==> config.mk <==
export PLATFORM = sky130hd
export DESIGN_NAME = brent_kung_pipe_adder_flat
export DESIGN_NICKNAME = d
export VERILOG_FILES = /design/src/rtl/brent_kung_pipe_adder_if.sv /design/src/rtl/brent_kung_pipe_adder.sv /design/src/flat_wrapper.sv
export SDC_FILE = /design/constraint.sdc
export NUM_CORES = 1
export LEC_CHECK = 0
export CORE_MARGIN = 5
export CORE_UTILIZATION = 50
export CTS_BUF_LIST = sky130_fd_sc_hd__clkbuf_16
export DETAILED_ROUTE_END_ITERATION = 6
export GPL_TIMING_DRIVEN = 0
export PLACE_DENSITY_LB_ADDON = 0.15
export SYNTH_ARGS = -nofsm -noshare
export SYNTH_HDL_FRONTEND = slang
export SYNTH_SLANG_ARGS = --single-unit
==> constraint.sdc <==
create_clock -name clk -period 10.9 [get_ports clk]
set_input_delay 2.18 -clock clk [delete_from_list [all_inputs] [get_ports clk]]
set_output_delay 2.18 -clock clk [all_outputs]
set_load 0.02 [all_outputs]
==> src/rtl/brent_kung_pipe_adder_if.sv <==
// ----------------------------------------------------------------------------
// brent_kung_pipe_adder_if
// Operand / result stream bundle for the pipelined Brent-Kung adder.
//   master : producer + consumer side (testbench or upstream logic)
//   slave  : the adder itself
// Signals:
//   a, b       operands                      (master -> slave)
//   ci         carry-in / borrow-in          (master -> slave)
//   sub        0 = add, 1 = subtract         (master -> slave)
//   tag_in     sideband tag                  (master -> slave)
//   in_valid   operands valid                (master -> slave)
//   in_ready   adder accepts operands        (slave  -> master)
//   s          {carry-out, sum}              (slave  -> master)
//   tag_out    tag of the current result     (slave  -> master)
//   out_valid  s / tag_out valid             (slave  -> master)
//   out_ready  consumer takes the result     (master -> slave)
// ----------------------------------------------------------------------------
interface brent_kung_pipe_adder_if #(
    parameter int WIDTH = 8,
    parameter int TAG_W = 4
);
    logic [WIDTH-1:0] a;
    logic [WIDTH-1:0] b;
    logic             ci;
    logic             sub;
    logic [TAG_W-1:0] tag_in;
    logic             in_valid;
    logic             in_ready;
    logic [WIDTH:0]   s;
    logic [TAG_W-1:0] tag_out;
    logic             out_valid;
    logic             out_ready;

    modport master (
        output a, b, ci, sub, tag_in, in_valid, out_ready,
        input  in_ready, s, tag_out, out_valid
    );

    modport slave (
        input  a, b, ci, sub, tag_in, in_valid, out_ready,
        output in_ready, s, tag_out, out_valid
    );
endinterface

==> src/rtl/brent_kung_pipe_adder.sv <==
// ----------------------------------------------------------------------------
// brent_kung_pipe_adder
// Parametrised Brent-Kung prefix adder/subtractor with valid/ready streaming.
//   S = (A + (SUB ? ~B : B) + (CI ^ SUB)) mod 2^(WIDTH+1), S[WIDTH] = carry-out
//   (in subtract mode S[WIDTH] = 1 means "no borrow").
// Pipeline: input register (generate/propagate), 2*log2(WIDTH)-1 prefix
// levels (each registered when PIPELINED != 0, otherwise combinational), and
// an output register. One global advance enable moves every stage together;
// bubbles are kept, not collapsed.
// Ports:
//   clk  rising-edge clock
//   rst  asynchronous active-high reset, clears every stage
//   bus  brent_kung_pipe_adder_if.slave operand/result stream
// ----------------------------------------------------------------------------
module brent_kung_pipe_adder #(
    parameter int WIDTH     = 8,
    parameter int PIPELINED = 1,
    parameter int TAG_W     = 4
) (
    input  logic                   clk,
    input  logic                   rst,
    brent_kung_pipe_adder_if.slave bus
);

    localparam int LOG_W  = $clog2(WIDTH);
    localparam int LEVELS = 2 * LOG_W - 1;
    localparam int GP_W   = 2 * WIDTH;
    // sideband travelling with the prefix data: {valid, tag, c0, bitwise p}
    localparam int SIDE_W = 1 + TAG_W + 1 + WIDTH;

    // One Brent-Kung level on packed {G, P}. Levels 0..LOG_W-1 are the
    // up-sweep (span doubles), the rest the down-sweep (span halves) that
    // fills in the remaining prefixes. Because c0 was folded into g_0, the
    // final G_i is the carry out of bit i.
    function automatic logic [GP_W-1:0] prefix_level(input logic [GP_W-1:0] gp, input int lv);
        logic [WIDTH-1:0] g_in;
        logic [WIDTH-1:0] p_in;
        logic [WIDTH-1:0] g_out;
        logic [WIDTH-1:0] p_out;
        logic             up;
        logic             active;
        int               k;
        int               span;
        int               j;
        g_in  = gp[GP_W-1:WIDTH];
        p_in  = gp[WIDTH-1:0];
        g_out = g_in;
        p_out = p_in;
        up    = (lv < LOG_W);
        if (up) begin
            k = lv;
        end else begin
            k = 2 * LOG_W - 2 - lv;
        end
        span = 32'sd1 <<< k;
        for (int i = 0; i < WIDTH; i++) begin
            if (up) begin
                active = (((i + 32'sd1) % (32'sd2 * span)) == 32'sd0);
            end else begin
                active = (((i + 32'sd1) % (32'sd2 * span)) == span) && ((i + 32'sd1) > (32'sd2 * span));
            end
            j = (i >= span) ? (i - span) : 32'sd0;
            if (active) begin
                g_out[i] = g_in[i] | (p_in[i] & g_in[j]);
                p_out[i] = p_in[i] & p_in[j];
            end else begin
                g_out[i] = g_in[i];
                p_out[i] = p_in[i];
            end
        end
        return {g_out, p_out};
    endfunction

    logic             ce_s;
    logic [WIDTH-1:0] be_s;
    logic [WIDTH-1:0] g0_s;
    logic [WIDTH-1:0] p0_s;
    logic             c0_s;

    logic [GP_W-1:0]   stg0_gp_r;
    logic [SIDE_W-1:0] stg0_side_r;

    logic [WIDTH-1:0]  fin_g_s;
    logic [SIDE_W-1:0] fin_side_s;

    logic [WIDTH-1:0]  po_s;
    logic              c0f_s;
    logic              vf_s;
    logic [TAG_W-1:0]  tagf_s;
    logic [WIDTH:0]    s_nxt_s;

    logic [WIDTH:0]    s_r;
    logic [TAG_W-1:0]  tag_out_r;
    logic              out_valid_r;

    // global advance: everything moves unless a held result is not taken
    assign ce_s         = ~out_valid_r | bus.out_ready;
    assign bus.in_ready = ce_s;

    // operand conditioning and per-bit generate/propagate
    always_comb begin
        be_s    = bus.sub ? ~bus.b : bus.b;
        c0_s    = bus.ci ^ bus.sub;
        p0_s    = bus.a ^ be_s;
        g0_s    = bus.a & be_s;
        g0_s[0] = g0_s[0] | (p0_s[0] & c0_s);
    end

    // stage 0 input register; valid follows in_valid so bubbles propagate
    always_ff @(posedge clk or posedge rst) begin
        if (rst) begin
            stg0_gp_r   <= '0;
            stg0_side_r <= '0;
        end else if (ce_s) begin
            stg0_gp_r   <= {g0_s, p0_s};
            stg0_side_r <= {bus.in_valid, bus.tag_in, c0_s, p0_s};
        end
    end

    generate
        if (PIPELINED != 0) begin : g_pipe
            logic [GP_W-1:0]   lvl_gp_r   [0:LEVELS-1];
            logic [SIDE_W-1:0] lvl_side_r [0:LEVELS-1];

            // one register per prefix level, all advancing on the shared enable
            always_ff @(posedge clk or posedge rst) begin
                if (rst) begin
                    for (int lv = 0; lv < LEVELS; lv++) begin
                        lvl_gp_r[lv]   <= '0;
                        lvl_side_r[lv] <= '0;
                    end
                end else if (ce_s) begin
                    lvl_gp_r[0]   <= prefix_level(stg0_gp_r, 0);
                    lvl_side_r[0] <= stg0_side_r;
                    for (int lv = 1; lv < LEVELS; lv++) begin
                        lvl_gp_r[lv]   <= prefix_level(lvl_gp_r[lv-1], lv);
                        lvl_side_r[lv] <= lvl_side_r[lv-1];
                    end
                end
            end

            assign fin_g_s    = lvl_gp_r[LEVELS-1][GP_W-1:WIDTH];
            assign fin_side_s = lvl_side_r[LEVELS-1];
        end else begin : g_comb
            logic [GP_W-1:0] gp_v;

            // whole prefix tree as one combinational cloud after stage 0
            always_comb begin
                gp_v = stg0_gp_r;
                for (int lv = 0; lv < LEVELS; lv++) begin
                    gp_v = prefix_level(gp_v, lv);
                end
                fin_g_s = gp_v[GP_W-1:WIDTH];
            end

            assign fin_side_s = stg0_side_r;
        end
    endgenerate

    // sum bits: propagate XOR carry-into-bit (carry into bit 0 is c0)
    always_comb begin
        {vf_s, tagf_s, c0f_s, po_s} = fin_side_s;
        s_nxt_s = {fin_g_s[WIDTH-1], po_s ^ {fin_g_s[WIDTH-2:0], c0f_s}};
    end

    // output register; replaced in place when the consumer takes the result
    always_ff @(posedge clk or posedge rst) begin
        if (rst) begin
            s_r         <= '0;
            tag_out_r   <= '0;
            out_valid_r <= 1'b0;
        end else if (ce_s) begin
            s_r         <= s_nxt_s;
            tag_out_r   <= tagf_s;
            out_valid_r <= vf_s;
        end
    end

    assign bus.s         = s_r;
    assign bus.tag_out   = tag_out_r;
    assign bus.out_valid = out_valid_r;

endmodule

==> src/flat_wrapper.sv <==
// flat-port wrapper written by rule: the top's interface ports become plain ports
module brent_kung_pipe_adder_flat 
#(
    parameter int WIDTH     = 8,
    parameter int PIPELINED = 1,
    parameter int TAG_W     = 4
)
  (clk, rst, bus_a, bus_b, bus_ci, bus_sub, bus_tag_in, bus_in_valid, bus_out_ready, bus_in_ready, bus_s, bus_tag_out, bus_out_valid);
  brent_kung_pipe_adder_if #(.WIDTH(WIDTH), .TAG_W(TAG_W)) bus_i ();
  input  logic clk;
  input  logic rst;
  input wire logic [$bits(bus_i.a)-1:0] bus_a;
  input wire logic [$bits(bus_i.b)-1:0] bus_b;
  input wire logic [$bits(bus_i.ci)-1:0] bus_ci;
  input wire logic [$bits(bus_i.sub)-1:0] bus_sub;
  input wire logic [$bits(bus_i.tag_in)-1:0] bus_tag_in;
  input wire logic [$bits(bus_i.in_valid)-1:0] bus_in_valid;
  input wire logic [$bits(bus_i.out_ready)-1:0] bus_out_ready;
  output wire logic [$bits(bus_i.in_ready)-1:0] bus_in_ready;
  output wire logic [$bits(bus_i.s)-1:0] bus_s;
  output wire logic [$bits(bus_i.tag_out)-1:0] bus_tag_out;
  output wire logic [$bits(bus_i.out_valid)-1:0] bus_out_valid;
  assign bus_i.a = bus_a;
  assign bus_i.b = bus_b;
  assign bus_i.ci = bus_ci;
  assign bus_i.sub = bus_sub;
  assign bus_i.tag_in = bus_tag_in;
  assign bus_i.in_valid = bus_in_valid;
  assign bus_i.out_ready = bus_out_ready;
  assign bus_in_ready = bus_i.in_ready;
  assign bus_s = bus_i.s;
  assign bus_tag_out = bus_i.tag_out;
  assign bus_out_valid = bus_i.out_valid;
  brent_kung_pipe_adder #(.WIDTH(WIDTH), .PIPELINED(PIPELINED), .TAG_W(TAG_W)) u_core (.clk(clk), .rst(rst), .bus(bus_i));
endmodule
# After elaboration in Yosys (flattened, before gate mapping)

Index checks and enable logic that the tools add are counted.

Register bits after elaboration: 194
Output and inout bits: 15
Word-level logic and storage cells: 703

Add/sub/neg operators: 24
Divide/modulo/power cells: 24
$lt $le $gt $ge: 64
Eq/ne operators: 16
Shift operators: 3
Muxes and demuxes: 388
Bitwise logic cells: 129
Reductions and logical operators: 40

Operators by type and width:

| operator                                                                       | number |
|---|---|
| 32-bit 2-to-1 mux                                                              | 27 |
| 32-bit zero test                                                               | 24 |
| 32-bit by 5-bit less-than comparator with 1-bit output (second input constant) | 24 |
| 32-bit equality test                                                           | 16 |
| 4-bit by 32-bit >= comparator with 1-bit output (first input constant)         | 12 |
| 4-bit by 32-bit remainder unit with 32-bit output (first input constant)       | 12 |
| 4-bit by 32-bit subtractor with 32-bit output (first input constant)           | 12 |
| 1-bit 2-to-1 mux                                                               | 280 |
| 4-bit by 32-bit > comparator with 1-bit output (first input constant)          | 8 |
| 1-bit binary-select mux with 3-bit select                                      | 80 |
| 3-bit by 32-bit >= comparator with 1-bit output (first input constant)         | 6 |
| 3-bit by 32-bit remainder unit with 32-bit output (first input constant)       | 6 |
| 3-bit by 32-bit subtractor with 32-bit output (first input constant)           | 6 |
| 3-bit by 32-bit > comparator with 1-bit output (first input constant)          | 4 |
| 1-bit by 32-bit >= comparator with 1-bit output (first input constant)         | 3 |
| 2-bit by 32-bit >= comparator with 1-bit output (first input constant)         | 3 |
| 2-bit by 32-bit remainder unit with 32-bit output (first input constant)       | 3 |
| 5-bit by 32-bit remainder unit with 32-bit output (first input constant)       | 3 |
| 2-bit by 32-bit <<< shifter with 32-bit output (first input constant)          | 3 |
| 1-bit by 32-bit subtractor with 32-bit output (first input constant)           | 3 |
| 2-bit by 32-bit subtractor with 32-bit output (first input constant)           | 3 |
| 1-bit bitwise AND                                                              | 81 |
| 2-bit by 32-bit > comparator with 1-bit output (first input constant)          | 2 |
| 5-bit by 32-bit > comparator with 1-bit output (first input constant)          | 2 |
| 8 further kinds                                                                | 65 |

# Logic depth before layout (Yosys ltp)

Depth after elaboration: 12
Gate-level depth with buffers: 7
Gate-level depth less buffers: 4

# Worst setup path after synthesis

No wires, ideal clock.

Path type: input to output
Start point: input bus_out_ready
End point: output bus_in_ready
Data arrival time: 2.613 ns
Required time: 8.720 ns
Setup slack: 6.107 ns
Cell stages on the path: 4
Path buffers: 2
Cell sequence: nor2b_4 -> buf_6 -> inv_4 -> buf_2

Longest elaborated chain between the ends: 1

RTL lines:

| item            | RTL line                    | text |
|---|---|---|
| start, declared | flat_wrapper.sv:18          | `input wire logic [$bits(bus_i.out_ready)-1:0] bus_out_ready;` |
| 1-bit OR        | brent_kung_pipe_adder.sv:97 | `assign ce_s = ~out_valid_r \| bus.out_ready;` |
| end, declared   | flat_wrapper.sv:19          | `output wire logic [$bits(bus_i.in_ready)-1:0] bus_in_ready;` |

Every way passes these cells.

# Worst setup path in the final report

Same ends and word-level chain as after synthesis.

==> metrics list <==
- Of the total synthesized cell area, the portion taken by AND, OR, NAND and NOR gates is 0.257.
* Sequential standard cell area: 3800 sq um
- In this run, distinct cell masters in the synthesized netlist total 19.
* YS warnings: 0
- The number of antenna violations at the first check in global routing is 0.
- The number of antenna diodes in the final layout is 0.
- Worst-margin pin slew: 0.675 ns
- IR analysis of the VDD net gives a maximum drop of 0.136 mV.
- Across the routed clock network, the largest skew measured is 0.00635 ns.
- Once detail routing completed, the nets flagged for antenna violations numbered 0.
- The clock drives 152 sinks.
* Synthesized area per cell: 9.16 sq um
- The library cells used most frequently in the layout, excluding fill and tap cells, are nand2_1 (401), dfrtp_1 (152), clkdlybuf4s50_1 (39).
- For the worst setup path, the data required time is 8.72 ns.
- Worst min-delay path category: flip-flop to flip-flop
* Setup repair after global routing missed its margin: false
- Tmin final: 6.00 ns
- The run finished with clean final reports.
* Max Transition Viols Final: 0
- Number of violations of the max-capacitance limit: 0
- Clock latency on the worst-skew pair, taken at its later pin, is 0.42 ns.
- Multi-input gate area: 1980 sq um
- Die height: 120 um
- For this run, the total global-route usage over all layers was measured as 0.192.
- The floorplan step defined a core boundary enclosing 11900 sq um.
* Finished Cell Area: 7200 sq um
* Arrival time of the worst setup path: 3.82 ns
* Area post-placement: 6630 sq um
- Sequential element share of the synthesized area: 0.632
- 41 I/O pins were placed.
- Maximum clock frequency: 0.167 GHz
- In the post-synthesis netlist, the biggest area contributors are dfrtp_1 (63%), nand2_1 (25%), buf_2 (1.9%), o21ai_0 (1.7%), ha_1 (1.7%).
- Starting DRT DRC Count: 258
- Post-CTS repair changed the size of 0 cells.
- Final TNS setup: 0 ns
- # H-tree levels: 4
* Share of the synthesized area in compound gates (AO/OA/AOI/OAI): 0.0283
- Instance count of the mapped netlist: 657
* Worst rel slew slack: 0.550
- After synthesis the netlist holds a flip-flop and latch count of 152.
* Number of vias per cell after detailed routing: 4.89
- Combinational family with the most area after synthesis: simple AND/OR/NAND/NOR gates
- Of the total synthesized cell area, the portion taken by full adders, half adders and majority gates is 0.0166.
* Post-detailed-route wirelength per cell: 14.2 um
- The worst setup path is launched from an input port.
- The routed layout has 4284 vias.
- PwrDens: 286 nW/um^2
- Largest net degree at the start of global routing: 80
- Counting every net in the synthesized netlist gives 691.
- Clock Root Buffer: clkbuf_16
- In this run the static leakage power is 3.81 nW.
- In the final layout, the share of cells above drive strength 1 is 0.0864.
- TritonCTS built the clock tree.
- In the final design database the tool counted 750 nets.
* Gpl congestion: 0.794
* Die Area: 14300 sq um
- By startpoint and endpoint, the worst setup path is classified as input port to output port.
- Commonest non-fill, non-tap cell in the layout: nand2_1
- Number of endpoints failing setup at the final stage: 0
- After detailed routing, the number of remaining DRC violations is 0.
- Clock-pin slew was measured on the worst setup and hold paths at 0.06 ns.
- Post-detail-place hpwl: 8500 um
- The first detailed-routing pass ran for 4 iterations.
- Maximum clock path buffer count: 2
- Setup slack on the worst reg-to-reg path comes out at 9.52 ns.
- The share of synthesized area in the top cell type comes to 0.632.
- After clock tree synthesis, the setup repair step added 0 buffers.
- Cell accounting for the most synthesized area: dfrtp_1
- Total CTS buffers: 17
- The die is 120 um wide.
- Total of buffers placed on input and output ports: 39
- Of the available clock period, the critical path in the final layout requires 0.550.
- Worst-path fanout max: 10
- First-pass GRT wire length: 21500 um
* Hold buffers post-CTS: 0
* Parity-gate share of the synthesized area counting xor and xnor cells: 0.0247
* Remaining global-route overflow: 0
* Final routed wirelength across all metal layers: 12400 um
- After filler insertion, the fill cell instance count of the layout stands at 1072.
- The final number of hold-violating endpoints is 0.
- Starting density of the core: 0.505
- Syn-to-layout area delta: 19.6%
* Number of global-route vias before repair: 4477
* Synthesized area: 6020 sq um
* Nature of the critical path endpoint: output port
* Share of synthesized area spent on multiplexers: 0.00166
- The floorplan has 40 rows.
synthesized netlist by cell type, drive strengths merged:
cell and number:
a21oi 12, buf 33, clkbuf 1, dfrtp 152, ha 8, inv 3, mux2i 1, nand2 401
nand2b 1, nand3 4, nor2 1, nor2b 1, o21ai 22, xnor2 9, xor2 8
state kept, by name (all words and copies together), names as in the netlist:
signal and count:
u_core.bus.tag_out 4, u_core.fin_side_s 14, u_core.g_pipe.lvl_gp_r 38, u_core.fin_g_s 8, u_core.stg0_gp_r 16, u_core.bus.s 9
u_core.stg0_side_r 6, u_core.bus.out_valid 1, u_core.g_pipe.lvl_side_r 56
worst paths after layout:
path / startpoint / to / depth (start not counted)
setup / recovery: bus_out_ready / bus_in_ready / 6
hold / removal: u_core.bus.tag_out[3] / u_core.bus.tag_out[3] / 2
setup reg to reg: u_core.bus.out_valid / u_core.g_pipe.lvl_gp_r[77] / 4
hold reg to reg: u_core.bus.tag_out[3] / u_core.bus.tag_out[3] / 2
max in group asynchronous: rst / u_core.bus.tag_out[3] / 3
min in group asynchronous: rst / u_core.stg0_gp_r[12] / 2
worst max-delay path, stage by stage:
cell             delay (ns)
clkdlybuf4s50_1        0.50
nor2b_4                0.05
buf_6                  0.13
inv_4                  0.08
buf_2                  0.23
clkdlybuf4s50_1        0.64
kinds of logic after synthesis:
logic type	after synthesis
AND/OR/NAND/NOR	408
flip-flops	152
buffers and inverters	37
AO/OA/AOI/OAI	34
XOR/XNOR	17
adder cells (fa/ha/maj)	8
multiplexers	1
cell type report:
| cell class | count | share of cell area |
|---|---|---|
| Buffer | 34 | 0.0311 |
| Clock buffer | 17 | 0.0591 |
| Clock inverter | 15 | 0.0202 |
| Inverter | 3 | 0.00261 |
| Multi-Input combinational cell | 468 | 0.275 |
| Sequential cell | 152 | 0.529 |
| Tap cell | 147 | 0.0256 |
| Timing Repair Buffer | 40 | 0.0581 |
where the power goes:
part	switching [W]	internal, W	total [W]
combinational	0.000320	0.000223	0.000543
sequential	0.000142	0.000809	0.000951
clock	0.000216	0.000352	0.000568
total	0.000678	0.00138	0.00206
metrics by stage:
stage,total power [W],worst slack [ns],utilization,hold slack [ns],instances
floorplan,0.00131,4.63,-,0.430,657
CTS,0.00209,4.89,0.604,0.468,876
detailed placement,0.00151,4.89,0.556,0.452,844
global route,0.00221,4.79,0.604,0.488,876
finish,0.00206,4.90,0.604,0.462,876
global placement,0.00148,2.76,0.554,0.449,843
per-layer routing:
layer / wire [um] / global-route usage / share of wire
met1: 5420 / 0.243 / 0.44
met2: 6150 / 0.322 / 0.50
met3: 625 / 0.0415 / 0.050
met4: 214 / 0.0787 / 0.017
met5: 0 / 0 / 0
(Power assumes the default switching activity.)
